$ cat src/rtl/matvec_pkg.sv
// matvec_pkg: shared FSM state type and accumulator width helper for matvec_param
package matvec_pkg;
  typedef enum logic [1:0] {IDLE, LOAD_M, LOAD_V, COMPUTE} state_t;
  function automatic int acc_width(input int iw, input int k);
    return 2 * iw + $clog2(k);
  endfunction
endpackage

$ cat src/rtl/matvec_out_fifo.sv
// matvec_out_fifo: result buffer with push-while-full allowed when a pop happens on the same edge
module matvec_out_fifo #(
  parameter int OW = 28,
  parameter int ODEPTH = 8
) (
  input  logic          clk,
  input  logic          reset,
  input  logic          push,
  input  logic          pop,
  input  logic [OW-1:0] din,
  output logic          full,
  output logic          empty,
  output logic [OW-1:0] dout
);
  localparam int PW = ODEPTH > 1 ? $clog2(ODEPTH) : 1;
  localparam int CW = $clog2(ODEPTH + 1);
  logic [OW-1:0] mem_q [1 << PW];
  logic [OW-1:0] mem_d [1 << PW];
  logic [PW-1:0] wr_q, wr_d, rd_q, rd_d;
  logic [CW-1:0] cnt_q, cnt_d;
  logic do_push, do_pop;
  assign full = cnt_q == CW'(ODEPTH);
  assign empty = cnt_q == '0;
  assign do_pop = pop && !empty;
  assign do_push = push && (!full || do_pop);
  assign dout = empty ? '0 : mem_q[rd_q];
  always_comb begin
    mem_d = mem_q;
    if (do_push) mem_d[wr_q] = din;
    wr_d = !do_push ? wr_q : wr_q == PW'(ODEPTH - 1) ? '0 : wr_q + 1'b1;
    rd_d = !do_pop ? rd_q : rd_q == PW'(ODEPTH - 1) ? '0 : rd_q + 1'b1;
    cnt_d = cnt_q + CW'(do_push) - CW'(do_pop);
  end
  always_ff @(posedge clk) begin
    if (reset) begin
      mem_q <= '{default: '0};
      wr_q <= '0;
      rd_q <= '0;
      cnt_q <= '0;
    end else begin
      mem_q <= mem_d;
      wr_q <= wr_d;
      rd_q <= rd_d;
      cnt_q <= cnt_d;
    end
  end
endmodule

$ cat src/rtl/matvec_param.sv
// matvec_param: streaming K x K matrix times K-vector with stored matrix reuse and buffered results
module matvec_param
  import matvec_pkg::*;
#(
  parameter int K = 8,
  parameter int IW = 14,
  parameter int OW = 28,
  parameter int SAT = 0,
  parameter int ODEPTH = 8
) (
  input  logic          clk,
  input  logic          reset,
  input  logic          input_valid,
  output logic          input_ready,
  input  logic [IW-1:0] input_data,
  input  logic          new_matrix,
  output logic          output_valid,
  input  logic          output_ready,
  output logic [OW-1:0] output_data
);
  localparam int AW = acc_width(IW, K);
  localparam int MW = $clog2(K * K);
  localparam int VW = $clog2(K);
  localparam int EW = (AW > OW ? AW : OW) + 1;
  localparam logic signed [EW-1:0] HI = {{(EW - OW + 1){1'b0}}, {(OW - 1){1'b1}}};
  localparam logic signed [EW-1:0] LO = {{(EW - OW + 1){1'b1}}, {(OW - 1){1'b0}}};
  state_t state_q, state_d;
  logic [MW-1:0] mi_q, mi_d;
  logic [VW-1:0] vi_q, vi_d, row_q, row_d;
  logic push_q, push_d;
  logic signed [AW-1:0] acc_q, acc_d;
  logic signed [IW-1:0] m_q [K * K];
  logic signed [IW-1:0] m_d [K * K];
  logic signed [IW-1:0] x_q [K];
  logic signed [IW-1:0] x_d [K];
  logic signed [2*IW-1:0] prod;
  logic signed [EW-1:0] acc_x;
  logic [OW-1:0] y;
  logic accept, pop, fifo_push, fifo_full, fifo_empty;
  logic mat_last, vec_last, row_last;
  assign input_ready = state_q != COMPUTE;
  assign accept = input_valid && input_ready;
  assign output_valid = !fifo_empty;
  assign pop = output_valid && output_ready;
  assign fifo_push = state_q == COMPUTE && push_q && (!fifo_full || pop);
  assign mat_last = mi_q == MW'(K * K - 1);
  assign vec_last = vi_q == VW'(K - 1);
  assign row_last = row_q == VW'(K - 1);
  assign prod = m_q[mi_q] * x_q[vi_q];
  assign acc_x = EW'(acc_q);
  assign y = (SAT != 0 && acc_x > HI) ? HI[OW-1:0] : (SAT != 0 && acc_x < LO) ? LO[OW-1:0] : acc_x[OW-1:0];
  always_comb begin
    state_d = state_q;
    mi_d = mi_q;
    vi_d = vi_q;
    row_d = row_q;
    push_d = push_q;
    acc_d = acc_q;
    m_d = m_q;
    x_d = x_q;
    case (state_q)
      IDLE: if (accept) begin
        if (new_matrix) begin
          m_d[mi_q] = input_data;
          mi_d = mi_q + 1'b1;
          state_d = LOAD_M;
        end else begin
          x_d[vi_q] = input_data;
          vi_d = vi_q + 1'b1;
          state_d = LOAD_V;
        end
      end
      LOAD_M: if (accept) begin
        m_d[mi_q] = input_data;
        mi_d = mat_last ? '0 : mi_q + 1'b1;
        state_d = mat_last ? LOAD_V : LOAD_M;
      end
      LOAD_V: if (accept) begin
        x_d[vi_q] = input_data;
        vi_d = vec_last ? '0 : vi_q + 1'b1;
        state_d = vec_last ? COMPUTE : LOAD_V;
      end
      COMPUTE: if (!push_q) begin
        acc_d = acc_q + AW'(prod);
        mi_d = mat_last ? '0 : mi_q + 1'b1;
        vi_d = vec_last ? '0 : vi_q + 1'b1;
        push_d = vec_last;
      end else if (fifo_push) begin
        acc_d = '0;
        push_d = 1'b0;
        row_d = row_last ? '0 : row_q + 1'b1;
        mi_d = row_last ? '0 : mi_q;
        state_d = row_last ? IDLE : COMPUTE;
      end
      default: state_d = IDLE;
    endcase
  end
  always_ff @(posedge clk) begin
    if (reset) begin
      state_q <= IDLE;
      mi_q <= '0;
      vi_q <= '0;
      row_q <= '0;
      push_q <= 1'b0;
      acc_q <= '0;
      m_q <= '{default: '0};
      x_q <= '{default: '0};
    end else begin
      state_q <= state_d;
      mi_q <= mi_d;
      vi_q <= vi_d;
      row_q <= row_d;
      push_q <= push_d;
      acc_q <= acc_d;
      m_q <= m_d;
      x_q <= x_d;
    end
  end
  matvec_out_fifo #(.OW(OW), .ODEPTH(ODEPTH)) u_fifo (
    .clk(clk),
    .reset(reset),
    .push(fifo_push),
    .pop(output_ready),
    .din(y),
    .full(fifo_full),
    .empty(fifo_empty),
    .dout(output_data)
  );
endmodule

$ cat config.mk
export PLATFORM = sky130hd
export DESIGN_NAME = matvec_param
export DESIGN_NICKNAME = d
export VERILOG_FILES = /design/src/rtl/matvec_pkg.sv /design/src/rtl/matvec_out_fifo.sv /design/src/rtl/matvec_param.sv
export SDC_FILE = /design/constraint.sdc
export NUM_CORES = 2
export LEC_CHECK = 0
export BUFFER_PORTS_ARGS = -buffer_cell sky130_fd_sc_hd__buf_2
export CORE_ASPECT_RATIO = 1.4
export CORE_UTILIZATION = 50
export CTS_CLUSTER_SIZE = 16
export DETAILED_ROUTE_END_ITERATION = 7
export PLACE_DENSITY = 0.64
export SETUP_SLACK_MARGIN = 0.15
export SYNTH_ARGS = -nofsm -noshare
export SYNTH_HDL_FRONTEND = slang
export SYNTH_SLANG_ARGS = --single-unit
$ cat constraint.sdc
create_clock -name clk -period 13.6 [get_ports clk]
set_clock_uncertainty 0.05 [all_clocks]
set_input_delay 0.68 -clock clk [delete_from_list [all_inputs] [get_ports clk]]
set_output_delay 0.68 -clock clk [all_outputs]
set_load 0.05 [all_outputs]
==> flow_summary.toml <==
[setup_path]
cp_common_cell = "fa_1"
cp_slowest_cell = "a222oi_1"
required_ns = 14.22
cp-start-kind = "flip-flop"
critical-path-max-stage-delay_ns = 1.18
r2r_start = "mi_q[0]"
critPathKind = "reg2reg"
crit_arrival_ns = 10.98
crit_fanout = 90
startpoint = "mi_q[0]"
timing.rr.end = "acc_q[26]"
critPathCaptureType = "flip-flop"
r2r_slack_ns = 3.24
rr_worst_depth = 25

[timing]
setup_tns_ns = 0
timing.max_slew.rel_slack = -0.00717
tightest_slew_ns = 1.51
rsz0062_at_grt = "false"
setup_viol_count_final = 0
final.period_utilization = 0.762
period_minus_slack_ns = 10.36
hold_violations = 0
timing.fmax_mhz = 96.5
finalMaxSlewViolations = 9

[cts]
cts.sinks = 1285
cts_tree = "done"
cts_root_buffer = "clkbuf_16"
clkTransAtPathRegs_ns = 0.07
insertion_delay_ns = 0.78
cts_setup_buffers = 0
numCtsBuffers = 120
cts_max_level = 3
clockBufferDepth = 3
cts_hold_buffers = 0
cts_resized = 0

[logic_synthesis]
yosysMostFrequentCell = "nand2_1"
ys.flop_type = "dfxtp_1"
syn_nets = 8275
synth_cell_types = 81
synth_top_area_share = 0.399
synth_top_cell_by_area = "dfxtp_1"
syn_area_mm2 = 0.0645
ys_warn_count = 0
ys_seq_elements = 1285
ys_async_sr_fraction = 0
yosys-top-cells-count = "nand2_1 (2,273), a21oi_1 (1,289), dfxtp_1 (1,285), clkbuf_1 (540), nand3_1 (363)"
yosysSeqAreaShare = 0.399
synth_cells = 7928
synth_edf_count = 0
syn_avg_cell_area_um2 = 8.14
ys_top_cells_by_area = "dfxtp_1 (40%), nand2_1 (13%), a21oi_1 (10%)"

[cells_and_area]
fillers = 11886
syn_to_final_growth_pct = 7.46
multi_input_area_mm2 = 0.0348
seqCellArea_mm2 = 0.0257
finish.utilization = 0.543
layout-drive-gt1-share = 0.0898
nets = 7885

[route]
drtIter0Drc = 7068
drc = 0
via_per_inst = 6.15
num_vias = 57088
drt_pre_antenna_iters = 6
ant_nets = 0
wl_um = 229000
wl_per_cell_um = 24.7

[placed_design]
dp_hpwl_um = 141000
routabilityCongestion = 0.947
io_buffers = 48

[grt]
grt_pass1_vias = 55446
grt_pass1_wl_um = 347000
track_usage = 0.347
grt_start_max_net_pins = 221
grt_overflow_total = 0
antenna_found_initial = 6

[pwr]
p_leak_nw = 24.0
powerDensity_mw_per_mm2 = 119
ir_drop_uv = 119

[min_path]
hp-class = "in2reg"
min_path_cells = 3
hp-start = "input_valid"
min_to = "state_q[1]"

[die]
start_util = 0.505
core_area_mm2 = 0.128
die_h_um = 427
chipWidth_um = 306
design.portCount = 49
dieArea_mm2 = 0.131
fp-row-count = 155

[flow_run]
cap_viol_max_count = 1

[run_status]
status = "finished with violations"
failed_checks = "capacitance limit, slew limit"
==> flip-flops by register name, summed over array words and instances (netlist names), 4 cells and up <==
register and flops:
m_q 896, u_fifo.mem_q 224, x_q 112, acc_q 28, mi_q 6, u_fifo.cnt_q 4
==> worst max-delay path: cells and delay by family (launching register included) <==
kind | cells | cell delay, ns
compound gates | 8 | 2.98
buf+inv | 5 | 0.75
simple gates | 5 | 2.24
fa+ha+maj | 7 | 3.36
flops | 1 | 0.70
==> stage by stage <==
stage               setup slack (ns)  instance area, um^2  hold WS [ns]  std cells  total power, mW
floorplan                       5.92                64500         0.381       7928             4.49
global placement                3.93                65300         0.388       9063             4.76
detailed placement              3.87                65300         0.393       9063             4.77
CTS                             3.83                69300         0.123       9282             8.23
global route                    3.00                69300         0.173       9283             8.45
finish                          3.24                69300         0.154       9284             8.22
==> cell usage in the layout, fill, tap and decap left out, types with 130 or more instances in the layout <==
cell and n:
fa_1 232, mux4_2 138, mux2i_1 159, inv_1 295, nor2_1 270, buf_4 154, a21oi_1 1289, nand2_1 2271
a221oi_1 130, nand3_1 363, dfxtp_1 1277
==> final cells by class <==
cell class | instances | area share
clock inverter | 35 | 0.00596
tap | 1648 | 0.0297
antenna | 1 | 0.0000361
sequential | 1285 | 0.371
clock buffer | 184 | 0.0526
multi-input combinational | 5627 | 0.502
timing repair buffer | 204 | 0.0217
inverter | 300 | 0.0162
==> how the worst max path moves through the flow <==
| stage | cells after the start | slack, ns | to |
|---|---|---|---|
| 2_1_floorplan | 31 | 5.92 | acc_q[23] |
| 3_3_place_gp | 25 | 3.93 | acc_q[26] |
| 3_5_place_dp | 25 | 3.87 | acc_q[26] |
| 4_1_cts | 25 | 3.83 | acc_q[26] |
| 5_1_grt | 26 | 3.00 | acc_q[26] |
| 6_report | 25 | 3.24 | acc_q[26] |
==> where the power goes <==
part           internal [mW]  switching [mW]  leakage [nW]
combinational          0.259           0.630          11.7
clock                   1.97            1.54          2.00
sequential              3.78          0.0342          10.4
total                   6.01            2.21          24.0
==> metal layers <==
metal  vias to the layer above  wire, um  global-route usage
li1                      25808         -                   -
met4                        12     17000               0.235
met5                         -        76                   0
met2                      2808    108000               0.574
met3                       784     19500              0.0582
met1                     27676     84900               0.414
==> kinds of logic after synthesis <==
family,count (synthesis),synth area share
AND/OR/NAND/NOR,3090,0.195
AO/OA/AOI/OAI,1789,0.158
flip-flops,1285,0.399
buffers and inverters,1016,0.0642
multiplexers,379,0.0883
adder cells (fa/ha/maj),328,0.0906
XOR/XNOR,41,0.00557
Note: power is estimated with default switching activity, not from simulation.
